$ cat config.mk
export PLATFORM = sky130hd
export DESIGN_NAME = match_trigger
export DESIGN_NICKNAME = d
export VERILOG_FILES = /design/src/rtl/match_trigger_pkg.sv /design/src/rtl/match_trigger_sat_counter.sv /design/src/rtl/match_trigger.sv
export SDC_FILE = /design/constraint.sdc
export NUM_CORES = 1
export LEC_CHECK = 0
export CORE_ASPECT_RATIO = 0.9
export CORE_MARGIN = 1.5
export CORE_UTILIZATION = 44
export CTS_CLUSTER_DIAMETER = 100
export DETAILED_ROUTE_END_ITERATION = 7
export GPL_ROUTABILITY_DRIVEN = 0
export PLACE_DENSITY_LB_ADDON = 0.2
export SYNTH_ARGS = -nofsm -noshare
export SYNTH_HDL_FRONTEND = slang
export SYNTH_SLANG_ARGS = --single-unit
$ cat constraint.sdc
create_clock -name clk -period 4.15 [get_ports clk]
set_input_delay 1.0375 -clock clk [delete_from_list [all_inputs] [get_ports clk]]
set_output_delay 1.0375 -clock clk [all_outputs]
set_load 0.01 [all_outputs]
$ cat src/rtl/match_trigger_pkg.sv
// Shared types, config field positions and reset defaults
// for the correlator hit qualifier.
package match_trigger_pkg;

    typedef enum logic [1:0] {
        IDLE    = 2'd0,
        COLLECT = 2'd1,
        REPORT  = 2'd2,
        HOLDOFF = 2'd3
    } state_t;

    localparam int CFG_EN_BIT   = 31;
    localparam int CFG_CLR_BIT  = 30;
    localparam int CFG_HOLD_LSB = 16;
    localparam int CFG_HOLD_W   = 12;
    localparam int CFG_WIN_LSB  = 8;
    localparam int CFG_MIN_LSB  = 0;

    localparam logic [7:0]            RST_MIN_HITS = 8'd2;
    localparam logic [7:0]            RST_WINDOW   = 8'd8;
    localparam logic [CFG_HOLD_W-1:0] RST_HOLDOFF  = 12'd64;

    function automatic logic [7:0] eff_min(input logic [7:0] m);
        return (m == 8'd0) ? 8'd1 : m;
    endfunction

endpackage

$ cat src/rtl/match_trigger_sat_counter.sv
// Width-parameterised saturating up-counter with
// synchronous clear taking priority over increment.
module sat_counter #(
    parameter int W = 8
) (
    input  logic         clk,
    input  logic         reset,
    input  logic         inc,
    input  logic         clear,
    output logic [W-1:0] count
);

    always_ff @(posedge clk or negedge reset) begin
        if (!reset) begin
            count <= '0;
        end else if (clear) begin
            count <= '0;
        end else if (inc && (count != '1)) begin
            count <= count + W'(1);
        end
    end

endmodule

$ cat src/rtl/match_trigger.sv
// Qualifies correlator hits over a window, timestamps the
// first hit and emits one event per detection with holdoff.
module match_trigger
    import match_trigger_pkg::*;
#(
    parameter int TS_WIDTH   = 32,
    parameter int DROP_WIDTH = 16
) (
    input  logic                  clk,
    input  logic                  reset,
    input  logic                  rxstrobe,
    input  logic                  valid,
    input  logic                  match,
    input  logic                  tcwrite,
    input  logic [31:0]           cdata,
    input  logic                  event_ready,
    output logic                  event_valid,
    output logic [TS_WIDTH-1:0]   event_timestamp,
    output logic [7:0]            event_hits,
    output logic                  busy,
    output logic [DROP_WIDTH-1:0] drop_count,
    output logic [15:0]           debugbus
);

    state_t state;
    state_t state_nx;

    logic [TS_WIDTH-1:0]   sample_cnt;
    logic [TS_WIDTH-1:0]   ts;
    logic                  cfg_en;
    logic [7:0]            cfg_min;
    logic [7:0]            cfg_win;
    logic [CFG_HOLD_W-1:0] cfg_hold;
    logic [7:0]            sh_min;
    logic [7:0]            win_cnt;
    logic [7:0]            win_dec;
    logic [CFG_HOLD_W-1:0] hold_cnt;
    logic [7:0]            hits;
    logic [7:0]            hits_upd;
    logic                  hit;
    logic                  start;
    logic                  hits_inc;
    logic                  hits_clr;
    logic                  drop_inc;
    logic                  drop_clr;
    logic                  cfg_unused;

    assign hit        = valid & match;
    assign cfg_unused = ^cdata[29:28];
    assign hits_upd   = (hit && hits != 8'hFF) ? hits + 8'd1 : hits;
    assign win_dec    = (win_cnt == 8'd0) ? 8'd0 : win_cnt - 8'd1;

    always_comb begin
        state_nx = state;
        start    = 1'b0;
        unique case (state)
            IDLE: begin
                if (hit && cfg_en) begin
                    start    = 1'b1;
                    state_nx = (eff_min(cfg_min) == 8'd1) ? REPORT : COLLECT;
                end
            end
            COLLECT: begin
                if (!cfg_en) begin
                    state_nx = IDLE;
                end else if (valid) begin
                    // A qualifying hit beats window expiry on the same evaluation
                    if (hits_upd >= sh_min) begin
                        state_nx = REPORT;
                    end else if (win_dec == 8'd0) begin
                        state_nx = IDLE;
                    end
                end
            end
            REPORT: begin
                if (event_ready) begin
                    state_nx = cfg_en ? HOLDOFF : IDLE;
                end
            end
            HOLDOFF: begin
                if (!cfg_en || hold_cnt == '0) begin
                    state_nx = IDLE;
                end
            end
            default: state_nx = IDLE;
        endcase
    end

    assign hits_inc = start || (state == COLLECT && hit);
    assign hits_clr = (state != IDLE) && (state_nx == IDLE);
    assign drop_inc = hit && (state == REPORT || state == HOLDOFF);
    assign drop_clr = tcwrite && cdata[CFG_CLR_BIT];

    sat_counter #(.W(8)) u_hits (
        .clk   (clk),
        .reset (reset),
        .inc   (hits_inc),
        .clear (hits_clr),
        .count (hits)
    );

    sat_counter #(.W(DROP_WIDTH)) u_drop (
        .clk   (clk),
        .reset (reset),
        .inc   (drop_inc),
        .clear (drop_clr),
        .count (drop_count)
    );

    always_ff @(posedge clk or negedge reset) begin
        if (!reset) begin
            state      <= IDLE;
            sample_cnt <= '0;
            cfg_en     <= 1'b0;
            cfg_min    <= RST_MIN_HITS;
            cfg_win    <= RST_WINDOW;
            cfg_hold   <= RST_HOLDOFF;
        end else begin
            state      <= state_nx;
            sample_cnt <= sample_cnt + TS_WIDTH'(rxstrobe);
            if (tcwrite) begin
                cfg_en   <= cdata[CFG_EN_BIT];
                cfg_min  <= cdata[CFG_MIN_LSB +: 8];
                cfg_win  <= cdata[CFG_WIN_LSB +: 8];
                cfg_hold <= cdata[CFG_HOLD_LSB +: CFG_HOLD_W];
            end
        end
    end

    // Shadowed detection parameters; later writes only affect the next detection
    always_ff @(posedge clk or negedge reset) begin
        if (!reset) begin
            ts       <= '0;
            sh_min   <= '0;
            win_cnt  <= '0;
            hold_cnt <= '0;
        end else begin
            if (start) begin
                ts      <= sample_cnt;
                sh_min  <= eff_min(cfg_min);
                win_cnt <= cfg_win;
            end else if (state == COLLECT && valid) begin
                win_cnt <= win_dec;
            end
            if (state != HOLDOFF && state_nx == HOLDOFF) begin
                hold_cnt <= cfg_hold;
            end else if (state == HOLDOFF && rxstrobe && hold_cnt != '0) begin
                hold_cnt <= hold_cnt - 1'b1;
            end
        end
    end

    assign event_valid     = (state == REPORT);
    assign event_timestamp = ts;
    assign event_hits      = hits;
    assign busy            = (state != IDLE);
    assign debugbus        = {state, hits[5:0], win_cnt};

endmodule
==> summary.txt, run 1 <==
Outcome
  – Result of the run: finished, final reports clean

Setup path
  – Kind of end point of the critical path: register
  – Worst path slowest cell: sky130_fd_sc_hd__clkdlybuf4s50_1
  – Series of cell instances along the critical path: clkdlybuf4s50_1, nand2_1, a21oi_1, buf_4, mux2_2, ha_1, a2111oi_0, o2bb2ai_1, a311o_1, a21oi_1
  – Family with the most delay on the worst path: compound AO/OA/AOI/OAI gates
  – Worst r2r path cells: 11
  – Startpoint of the worst-slack reg-to-reg timing path: u_hits.count[0]$_DFFE_PN0P_
  – Origin of the worst setup path: valid
  – Capture point of the worst reg-to-reg path: u_hits.count[7]$_DFFE_PN0P_
  – Critical path depth: 10
  – Stage delay of the slowest cell on the critical path: 560 ps
  – Critical path startpoint category: primary input
  – Crit path max fanout: 9
  – Arrival time of data at the critical path endpoint: 4030 ps
  – Crit path top cell by count: sky130_fd_sc_hd__a21oi_1
  – Number of buffer and inverter instances along the worst setup path: 2
  – CP endpoint: u_hits.count[7]$_DFFE_PN0P_
  – Path type of the worst setup path: primary input to register
  – Reg-to-reg setup timing slack: 620 ps
  – Required time of the critical path: 4490 ps

Route
  – Post-route antenna net violation count: 0
  – Remaining routing DRC violations: 0
  – Number of vias per cell: 5.32
  – Wirelength per Cell: 15.4 um
  – Sum of routed wire length over all layers: 15500 um
  – Pre-antenna DRT Iters: 5
  – DR vias: 5360
  – DRC marker count from the first detailed-route iteration: 266

Final layout
  – Final nets: 845
  – Final instance area: 8850 um2
  – Fraction of layout cells with a size suffix above 1: 10.9%
  – Most frequent cells in the layout: sky130_fd_sc_hd__nand2_1, sky130_fd_sc_hd__dfrtp_1, sky130_fd_sc_hd__clkdlybuf4s50_1
  – Signed area change from the synthesized netlist to the final layout: 27.4%
  – Commonest non-fill, non-tap cell in the layout: sky130_fd_sc_hd__nand2_1
  – Final antenna diode count: 0

Power and ir drop
  – Leakage component of the power: 3.85 nW
  – Cell Pwr Density: 512 nW/um2
  – Maximum vdd ir drop: 366 uV

STA
  – Setup tns final: 0 ps
  – Hold_ws: 473 ps
  – Period Utilization, post-route: 89.0%
  – Setup violators final: 0
  – Clock period minus worst slack: 3700 ps
  – Setup ws final: 455 ps
  – Worst setup skew after layout: 9.07 ps
  – Slew at the pin with the worst max-slew slack: 895 ps
  – Number of max-slew violations in the final report: 0
  – Max_slew headroom: 40.2%
  – Setup repair after global routing missed its margin: false
  – Final hold vios: 0
  – Max frequency: 271 MHz

Floorplanning
  – CORE AREA: 15400 um2
  – Die Span Y: 122 um
  – Number of ports placed on the die boundary: 113
  – Overall die width: 135 um
  – Area enclosed by the die boundary: 16500 um2
  – Initial Utilization: 45.0%
  – Total number of placement rows: 43

Clocking
  – Clock Path Buffers: 2
  – Hold-fix buffer count after cts: 0
  – Number of setup buffers added after CTS: 0
  – Insertion delay of the later-clocked pin in the worst-skew pair: 410 ps
  – Number of levels in the clock H-tree: 4
  – TritonCTS Buffers: 17
  – TritonCTS clock tree: yes
  – Post-CTS Resized: 0
  – Clock edge transition at the registers on the reported setup and hold paths: 60 ps
  – Cell at the root of the clock tree: sky130_fd_sc_hd__clkbuf_16
  – Clock sink total: 147

Yosys
  – Xor/xnor cell area share of the yosys netlist: 7.70%
  – Synth Area in Simple Gates: 19.9%
  – Compound-Gate Fraction of Synth Area: 8.52%
  – Share of cell area taken by muxes after synthesis: 5.15%
  – Ys async rst share: 100%
  – FF+latch count, synth: 147
  – Combinational family with the most area after synthesis: simple AND/OR/NAND/NOR gates
  – Syn nets: 740
  – Number of enable flip-flop cells after synthesis: 0
  – Cell Area, Synth: 6940 um2
  – Post-synthesis cell count: 687
  – Mean instance size in the synthesized netlist: 10.1 um2
  – Synth Area in Adders: 2.52%
  – Sequential share of the synthesized area: 53.0%
  – Most used flip-flop cell after synthesis: sky130_fd_sc_hd__dfrtp_1
  – Number of distinct library cell variants in the gate-level netlist after synthesis: 60
  – Synth warnings: 0

Global route
  – Final global-route overflow total: 0
  – Pin count of the biggest net entering global routing: 92
  – Global-route wire length before repair: 25900 um
  – Via count of the first global-routing pass: 5192
  – Initial antenna violation count: 0
  – Total track usage: 19.9%

Worst hold path
  – Class of the most critical hold timing path: register to register

Place
  – Count of port buffers added during placement: 110
  – Worst Setup Slack post-DPL: 126 ps
  – Cell area reported after detailed placement: 8220 um2
  – Half-perimeter wire length of the detailed placement result: 10900 um

Job
  – Max-capacitance violation count: 0
cells in the mapped netlist (3+ instances only):
library cell | instances | area [um2]
sky130_fd_sc_hd__nand2_1 | 147 | 552
sky130_fd_sc_hd__dfrtp_1 | 144 | 3600
sky130_fd_sc_hd__xnor2_1 | 46 | 403
sky130_fd_sc_hd__nor2_1 | 42 | 158
sky130_fd_sc_hd__mux2_2 | 30 | 338
sky130_fd_sc_hd__a21oi_1 | 29 | 145
sky130_fd_sc_hd__nand3_1 | 22 | 110
sky130_fd_sc_hd__inv_1 | 21 | 78.8
sky130_fd_sc_hd__o21ai_0 | 18 | 90.1
sky130_fd_sc_hd__clkbuf_1 | 17 | 63.8
sky130_fd_sc_hd__xor2_1 | 15 | 131
sky130_fd_sc_hd__ha_1 | 14 | 175
sky130_fd_sc_hd__nand4_1 | 14 | 87.6
sky130_fd_sc_hd__nor3_1 | 14 | 70.1
sky130_fd_sc_hd__and3_1 | 8 | 50.1
sky130_fd_sc_hd__nor4_1 | 7 | 43.8
sky130_fd_sc_hd__and4_1 | 6 | 52.6
sky130_fd_sc_hd__buf_1 | 6 | 22.5
sky130_fd_sc_hd__buf_4 | 6 | 45.0
sky130_fd_sc_hd__or3_1 | 6 | 37.5
sky130_fd_sc_hd__and2_1 | 5 | 31.3
sky130_fd_sc_hd__o211ai_1 | 5 | 37.5
sky130_fd_sc_hd__or2_2 | 5 | 31.3
sky130_fd_sc_hd__nor4b_1 | 4 | 35.0
sky130_fd_sc_hd__o21a_1 | 4 | 30.0
sky130_fd_sc_hd__or4_1 | 4 | 30.0
sky130_fd_sc_hd__a31oi_1 | 3 | 18.8
sky130_fd_sc_hd__dfstp_2 | 3 | 78.8
sequential cells by signal (all words and copies together) (netlist names):
register,count
event_timestamp,32
sample_cnt,32
u_drop.count,16
cfg_hold,12
hold_cnt,12
cfg_min,8
cfg_win,8
sh_min,8
u_hits.count,8
win_cnt,8
state,2
cfg_en,1
kinds of logic (layout without fill, tap and decap cells):
logic type | count (synthesis) | in the layout
simple gates | 295 | 295
flops | 147 | 147
compound gates | 86 | 86
xor+xnor | 61 | 61
buf+inv | 52 | 170
mux | 32 | 32
fa+ha+maj | 14 | 14
layer usage:
layer	GRT usage [%]	routed length (um)	vias to the layer above
met3	5.37	809	8
li1	-	-	2565
met5	0	0	-
met4	5.11	126	0
met1	27.1	7240	2662
met2	31.5	7290	125
power by group:
group          internal, mW  total (mW)  switching, mW  leakage, nW
sequential             1.66        1.89          0.229         1.92
clock                  1.02        1.62          0.599        0.295
combinational         0.524        1.02          0.493         1.63
final cells by class:
| class | count | area (um2) |
|---|---|---|
| Timing Repair Buffer | 117 | 1170 |
| Inverter | 21 | 78.8 |
| Clock inverter | 13 | 183 |
| Sequential cell | 147 | 3680 |
| Multi-Input combinational cell | 488 | 3040 |
| Tap cell | 202 | 253 |
| Fill cell | 1291 | 6590 |
| Clock buffer | 19 | 443 |
how the worst min path moves through the flow:
stage,depth (start not counted),from,slack (ps),end
after global routing,2,event_timestamp[19]$_DFFE_PN0P_,510,event_timestamp[19]$_DFFE_PN0P_
after CTS,2,event_timestamp[28]$_DFFE_PN0P_,480,event_timestamp[28]$_DFFE_PN0P_
after detailed placement,2,event_timestamp[6]$_DFFE_PN0P_,460,event_timestamp[6]$_DFFE_PN0P_
after floorplan,2,sample_cnt[0]$_DFF_PN0_,440,event_timestamp[0]$_DFFE_PN0P_
after global placement,2,event_timestamp[15]$_DFFE_PN0P_,460,event_timestamp[15]$_DFFE_PN0P_
final,2,event_timestamp[21]$_DFFE_PN0P_,470,event_timestamp[21]$_DFFE_PN0P_
tightest hold or removal path, delay by kind of cell (launching register included):
family	cells	cell delay, ps
flip-flops	1	340
AND/OR/NAND/NOR	2	100
stage by stage:
stage	util [%]	total power [mW]	cells
detailed placement	53.3	2.93	975
global route	57.3	4.76	1007
global placement	53.3	2.90	975
floorplan	-	2.51	687
CTS	57.3	4.57	1007
finish	57.3	4.53	1007
Note: power is estimated with default switching activity, not from simulation.
==> inputs of run 2 (changes only) <==
==> constraint.sdc (replaced) <==
create_clock -name clk -period 3.8 [get_ports clk]
set_input_delay 0.95 -clock clk [delete_from_list [all_inputs] [get_ports clk]]
set_output_delay 0.95 -clock clk [all_outputs]
set_load 0.005 [all_outputs]
==> run 2 against run 1 <==
  * Critical endpoint is now u_hits.count[2]$_DFFE_PN0P_
  * Non-clock buffer count grew 5
  * Utilization grew 0.081 points
  * Sequential share of layout area shrank 0.059 points
  * Power grew 7.3%
  * Critical path type is now register to register
  * Register-to-register slack lost 370 ps
  * Flip-flop and latch count is the same
  * Via count shrank 1.0%
==> summary.txt, run 2 (synthesis gave the netlist of run 1 again) <==
Floorplanning
  – Die Span Y: 122 um
  – Area enclosed by the die boundary: 16500 um2
  – Number of ports placed on the die boundary: 113
  – Initial Utilization: 45.0%
  – Overall die width: 135 um
  – CORE AREA: 15400 um2
  – Total number of placement rows: 43

Worst hold path
  – Class of the most critical hold timing path: register to register
  – Number of stages on the worst hold path: 2

STA
  – Setup violators final: 0
  – Setup repair after global routing missed its margin: false
  – Slew at the pin with the worst max-slew slack: 920 ps
  – Worst setup skew after layout: 7.64 ps
  – Period Utilization, post-route: 93.3%
  – Max frequency: 282 MHz
  – Number of max-slew violations in the final report: 0
  – Hold_ws: 473 ps
  – Setup ws final: 255 ps
  – Clock period minus worst slack: 3550 ps
  – Max_slew headroom: 38.5%
  – Setup tns final: 0 ps
  – Final hold vios: 0

Final layout
  – Final antenna diode count: 0
  – Fraction of layout cells with a size suffix above 1: 11.4%
  – Combined area of the multi-input logic cells: 3040 um2
  – End-of-flow core utilization: 57.4%
  – Number of inserted filler cells in the final layout: 1298
  – Area of all sequential standard cells: 3680 um2
  – Commonest non-fill, non-tap cell in the layout: sky130_fd_sc_hd__nand2_1
  – Final instance area: 8860 um2
  – Most frequent cells in the layout: sky130_fd_sc_hd__nand2_1, sky130_fd_sc_hd__dfrtp_1, sky130_fd_sc_hd__clkdlybuf4s50_1
  – Final nets: 850
  – Signed area change from the synthesized netlist to the final layout: 27.6%
  – Non-filler instance count after layout: 1011

Clocking
  – Insertion delay of the later-clocked pin in the worst-skew pair: 420 ps
  – Number of levels in the clock H-tree: 4
  – Number of setup buffers added after CTS: 0
  – Hold-fix buffer count after cts: 0
  – Clock edge transition at the registers on the reported setup and hold paths: 60 ps
  – TritonCTS Buffers: 17
  – Clock sink total: 147
  – TritonCTS clock tree: yes
  – Post-CTS Resized: 0
  – Clock Path Buffers: 2
  – Cell at the root of the clock tree: sky130_fd_sc_hd__clkbuf_16

Route
  – DR vias: 5306
  – DRC marker count from the first detailed-route iteration: 249
  – Remaining routing DRC violations: 0
  – Number of vias per cell: 5.25
  – Post-route antenna net violation count: 0
  – Wirelength per Cell: 15.5 um
  – Sum of routed wire length over all layers: 15600 um
  – Pre-antenna DRT Iters: 5

Setup path
  – Worst path slowest cell: sky130_fd_sc_hd__a311o_1
  – Arrival time of data at the critical path endpoint: 3890 ps
  – Crit path max fanout: 9
  – Critical path startpoint category: register
  – Worst r2r path cells: 11
  – Required time of the critical path: 4140 ps
  – Path type of the worst setup path: register to register
  – Stage delay of the slowest cell on the critical path: 510 ps
  – Kind of end point of the critical path: register
  – Series of cell instances along the critical path: ha_1, and3_1, and2_1, a21oi_1, buf_4, mux2_2, ha_1, a2111oi_0, o2bb2ai_1, a311o_1, a21oi_1

Global route
  – Final global-route overflow total: 0
  – Total track usage: 20.3%
  – Initial antenna violation count: 0
  – Via count of the first global-routing pass: 5313
  – Pin count of the biggest net entering global routing: 72
  – Global-route wire length before repair: 26200 um

Job
  – Max-capacitance violation count: 0

Power and ir drop
  – Leakage component of the power: 3.86 nW
  – Power Internal: 3.44 mW
  – Net load switching power: 1.42 mW
  – Reg power frac: 42.5%
  – Sw Share: 29.1%
  – Tot Pwr: 4.85 mW
  – Clock network power share: 35.0%
  – Gate power share: 22.4%
  – Maximum vdd ir drop: 322 uV
  – Cell Pwr Density: 548 nW/um2

Place
  – Cell area reported after detailed placement: 8260 um2
  – Count of port buffers added during placement: 110
  – Number of instances in the placed design: 980
  – Half-perimeter wire length of the detailed placement result: 11000 um
  – Worst Setup Slack post-DPL: -75.2 ps

Outcome
  – Result of the run: finished, final reports clean
[run 2: cell count changes in the layout (fill, tap and decap cells not counted)]
cell and change:
sky130_fd_sc_hd__clkinv_2 -1, sky130_fd_sc_hd__clkinvlp_4 -1, sky130_fd_sc_hd__clkinv_4 +2, sky130_fd_sc_hd__bufinv_16 -1, sky130_fd_sc_hd__buf_4 +5
[run 2: path summary, 6_finish.rpt]
kind                                            startpoint                              end  slack [ps]
setup / recovery               u_hits.count[0]$_DFFE_PN0P_      u_hits.count[2]$_DFFE_PN0P_         250
hold / removal             event_timestamp[30]$_DFFE_PN0P_  event_timestamp[30]$_DFFE_PN0P_         470
setup reg to reg               u_hits.count[0]$_DFFE_PN0P_      u_hits.count[2]$_DFFE_PN0P_         250
hold reg to reg            event_timestamp[30]$_DFFE_PN0P_  event_timestamp[30]$_DFFE_PN0P_         470
max in group asynchronous                            reset           cfg_min[1]$_DFFE_PN1P_        2380
min in group asynchronous                            reset          cfg_hold[4]$_DFFE_PN0P_         530
[run 2: metal layers]
layer | vias up | global-route usage (%) | share of wire [%]
li1 | 2576 | - | -
met1 | 2591 | 27.8 | 47
met2 | 123 | 32.0 | 47
met3 | 16 | 4.79 | 4.6
met4 | 0 | 6.72 | 1.2
met5 | - | 0 | 0
[run 2: worst max-delay path, delay by kind of cell (launching register included)]
kind	cells	cell delay, ps
AOI/OAI and AO/OA	5	1500
buffers and inverters	1	170
adders and majority gates	2	540
and+or+nand+nor	2	440
muxes	1	340
DFF	1	470
[run 2: area by class of cell]
| type | count | share of cell area (%) |
|---|---|---|
| Inverter | 21 | 0.890 |
| Multi-Input combinational cell | 488 | 34.3 |
| Clock inverter | 12 | 1.78 |
| Timing Repair Buffer | 122 | 13.6 |
| Clock buffer | 19 | 5.00 |
| Tap cell | 202 | 2.85 |
| Sequential cell | 147 | 41.6 |
[run 2: power by group through the flow]
stage	sequential (mW)	clock, mW	combinational (mW)
2_1_floorplan	2.03	0	0.670
3_3_place_gp	2.08	0	1.05
3_5_place_dp	2.08	0	1.09
4_1_cts	2.06	1.74	1.10
5_1_grt	2.11	1.80	1.21
6_report	2.07	1.70	1.09
==> inputs of run 3 (changes only) <==
--- a/config.mk
+++ b/config.mk
@@ -6,12 +6,13 @@
 export NUM_CORES = 1
 export LEC_CHECK = 0
 export CORE_ASPECT_RATIO = 0.9
-export CORE_MARGIN = 1.5
+export CORE_MARGIN = 2
 export CORE_UTILIZATION = 44
 export CTS_CLUSTER_DIAMETER = 100
 export DETAILED_ROUTE_END_ITERATION = 7
 export GPL_ROUTABILITY_DRIVEN = 0
 export PLACE_DENSITY_LB_ADDON = 0.2
+export SLEW_MARGIN = 5
 export SYNTH_ARGS = -nofsm -noshare
 export SYNTH_HDL_FRONTEND = slang
 export SYNTH_SLANG_ARGS = --single-unit
==> run 3 against run 2 <==
  * Design area is 0.34% lower
  * Final cell count up 0.30%
  * Critical path type is now primary input to register
  * Count of clock-buffer cells in the layout fell by 1
==> summary.txt, run 3 (synthesis gave the netlist of run 1 again) <==
STA
  – Slew at the pin with the worst max-slew slack: 919 ps
  – Setup repair after global routing missed its margin: false
  – Clock period minus worst slack: 3480 ps
  – Final hold vios: 0
  – Setup violators final: 0
  – Worst setup skew after layout: 7.45 ps
  – Max_slew headroom: 38.7%
  – Period Utilization, post-route: 91.7%
  – Max frequency: 287 MHz
  – Number of max-slew violations in the final report: 0

Route
  – DR vias: 5314
  – Post-route antenna net violation count: 0
  – Pre-antenna DRT Iters: 4
  – Wirelength per Cell: 15.5 um
  – Remaining routing DRC violations: 0
  – Sum of routed wire length over all layers: 15700 um
  – Number of vias per cell: 5.24
  – DRC marker count from the first detailed-route iteration: 348

Setup path
  – Arrival time of data at the critical path endpoint: 3830 ps
  – Stage delay of the slowest cell on the critical path: 550 ps
  – Required time of the critical path: 4140 ps
  – Number of buffer and inverter instances along the worst setup path: 2
  – Path type of the worst setup path: primary input to register
  – Worst path slowest cell: sky130_fd_sc_hd__clkdlybuf4s50_1
  – Critical path startpoint category: primary input
  – Series of cell instances along the critical path: clkdlybuf4s50_1, nand2_1, a21oi_1, buf_4, mux2_2, ha_1, a2111oi_0, o2bb2ai_1, a311o_1, a21oi_1
  – Crit path max fanout: 9
  – Family with the most delay on the worst path: compound AO/OA/AOI/OAI gates
  – Crit path top cell by count: sky130_fd_sc_hd__a21oi_1
  – Kind of end point of the critical path: register
  – Worst r2r path cells: 11
  – Critical path depth: 10

Final layout
  – Most frequent cells in the layout: sky130_fd_sc_hd__nand2_1, sky130_fd_sc_hd__dfrtp_1, sky130_fd_sc_hd__clkdlybuf4s50_1
  – Number of inserted filler cells in the final layout: 1317
  – Fraction of layout cells with a size suffix above 1: 11.8%
  – Signed area change from the synthesized netlist to the final layout: 27.2%
  – Final nets: 852
  – Commonest non-fill, non-tap cell in the layout: sky130_fd_sc_hd__nand2_1
  – Final instance area: 8830 um2
  – Final antenna diode count: 0
  – Non-filler instance count after layout: 1014

Floorplanning
  – Area enclosed by the die boundary: 16800 um2
  – Initial Utilization: 45.0%
  – Die Span Y: 123 um
  – Total number of placement rows: 43
  – CORE AREA: 15400 um2
  – Overall die width: 136 um
  – Number of ports placed on the die boundary: 113

Worst hold path
  – Number of stages on the worst hold path: 2
  – Class of the most critical hold timing path: register to register

Job
  – Max-capacitance violation count: 0

Global route
  – Initial antenna violation count: 0
  – Global routing usage on met2: 31.8%
  – Total track usage: 20.1%
  – Busiest grt layer: met2
  – Global-route wire length before repair: 26500 um
  – M3 GR Usage: 4.72%
  – GR Util met1: 27.4%
  – Via count of the first global-routing pass: 5353
  – Pin count of the biggest net entering global routing: 99
  – Final global-route overflow total: 0

Clocking
  – Clock edge transition at the registers on the reported setup and hold paths: 70 ps
  – Post-CTS Resized: 0
  – TritonCTS Buffers: 17
  – Cell at the root of the clock tree: sky130_fd_sc_hd__clkbuf_16
  – Hold-fix buffer count after cts: 0
  – TritonCTS clock tree: yes
  – Clock Path Buffers: 2
  – Insertion delay of the later-clocked pin in the worst-skew pair: 420 ps
  – Number of setup buffers added after CTS: 0
  – Clock sink total: 147
  – Number of levels in the clock H-tree: 4

Power and ir drop
  – Maximum vdd ir drop: 390 uV
  – Sw Share: 31.4%
  – Clock network power share: 33.8%
  – Leakage component of the power: 3.86 nW
  – Reg power frac: 43.4%
  – Net load switching power: 1.50 mW
  – Power Internal: 3.28 mW
  – Cell Pwr Density: 541 nW/um2
  – Gate power share: 22.8%

Place
  – Number of instances in the placed design: 982
  – Half-perimeter wire length of the detailed placement result: 11000 um
  – Count of port buffers added during placement: 110
  – Cell area reported after detailed placement: 8260 um2

Outcome
  – Result of the run: finished, final reports clean
run 3: changes by cell type in the layout (fill, tap and decap cells not counted), moves of 2 or more:
cell	previous run	this run
sky130_fd_sc_hd__clkinvlp_4	3	1
sky130_fd_sc_hd__inv_8	0	3
sky130_fd_sc_hd__bufinv_16	3	0
sky130_fd_sc_hd__clkinv_2	2	0
sky130_fd_sc_hd__buf_4	11	14
sky130_fd_sc_hd__inv_6	1	8
run 3: tightest hold or removal path, cell delays in order (launching register included):
cell	delay [ps]
sky130_fd_sc_hd__dfrtp_1	340
sky130_fd_sc_hd__nand2_1	50
sky130_fd_sc_hd__nand2_1	60
run 3: worst paths after layout:
path                                                 startpoint                              end  slack (ps)
worst min register to register  event_timestamp[13]$_DFFE_PN0P_  event_timestamp[13]$_DFFE_PN0P_         480
worst min-delay path            event_timestamp[13]$_DFFE_PN0P_  event_timestamp[13]$_DFFE_PN0P_         480
worst max-delay path                                      valid      u_hits.count[2]$_DFFE_PN0P_         320
min in group asynchronous                                 reset          cfg_hold[4]$_DFFE_PN0P_         580
max in group asynchronous                                 reset           cfg_min[1]$_DFFE_PN1P_        2320
worst max register to register      u_hits.count[0]$_DFFE_PN0P_      u_hits.count[2]$_DFFE_PN0P_         330
run 3: final cells by class:
class / count / area, um2 / share of cell area, %
Inverter: 21 / 78.8 / 0.893
Clock inverter: 14 / 129 / 1.46
Tap cell: 202 / 253 / 2.86
Timing Repair Buffer: 124 / 1210 / 13.7
Sequential cell: 147 / 3680 / 41.7
Multi-Input combinational cell: 488 / 3040 / 34.4
Clock buffer: 18 / 439 / 4.97
run 3: power by group through the flow:
stage / Clock [mW] / Sequential, mW / Combinational, mW
after global placement: 0 / 2.08 / 1.06
after global routing: 1.71 / 2.11 / 1.22
after CTS: 1.66 / 2.07 / 1.10
after detailed placement: 0 / 2.08 / 1.09
final: 1.61 / 2.07 / 1.09
after floorplan: 0 / 2.03 / 0.670
run 3: per-layer routing:
layer / part of all wire [%] / wire, um
met5: 0 / 0
met2: 46 / 7230
met1: 48 / 7540
met4: 1.3 / 209
met3: 4.5 / 708
run 3: stage by stage:
step                      util (%)  setup TNS [ps]  total power [mW]  worst slack [ps]  hold WS, ps
after detailed placement      53.5            -416              3.18             -69.0          463
after global placement        53.5            -383              3.13             -49.3          463
after CTS                     57.2               0              4.83               346          480
after floorplan                  -               0              2.70               268          443
final                         57.2               0              4.77               316          476
after global routing          57.2               0              5.04               121          500
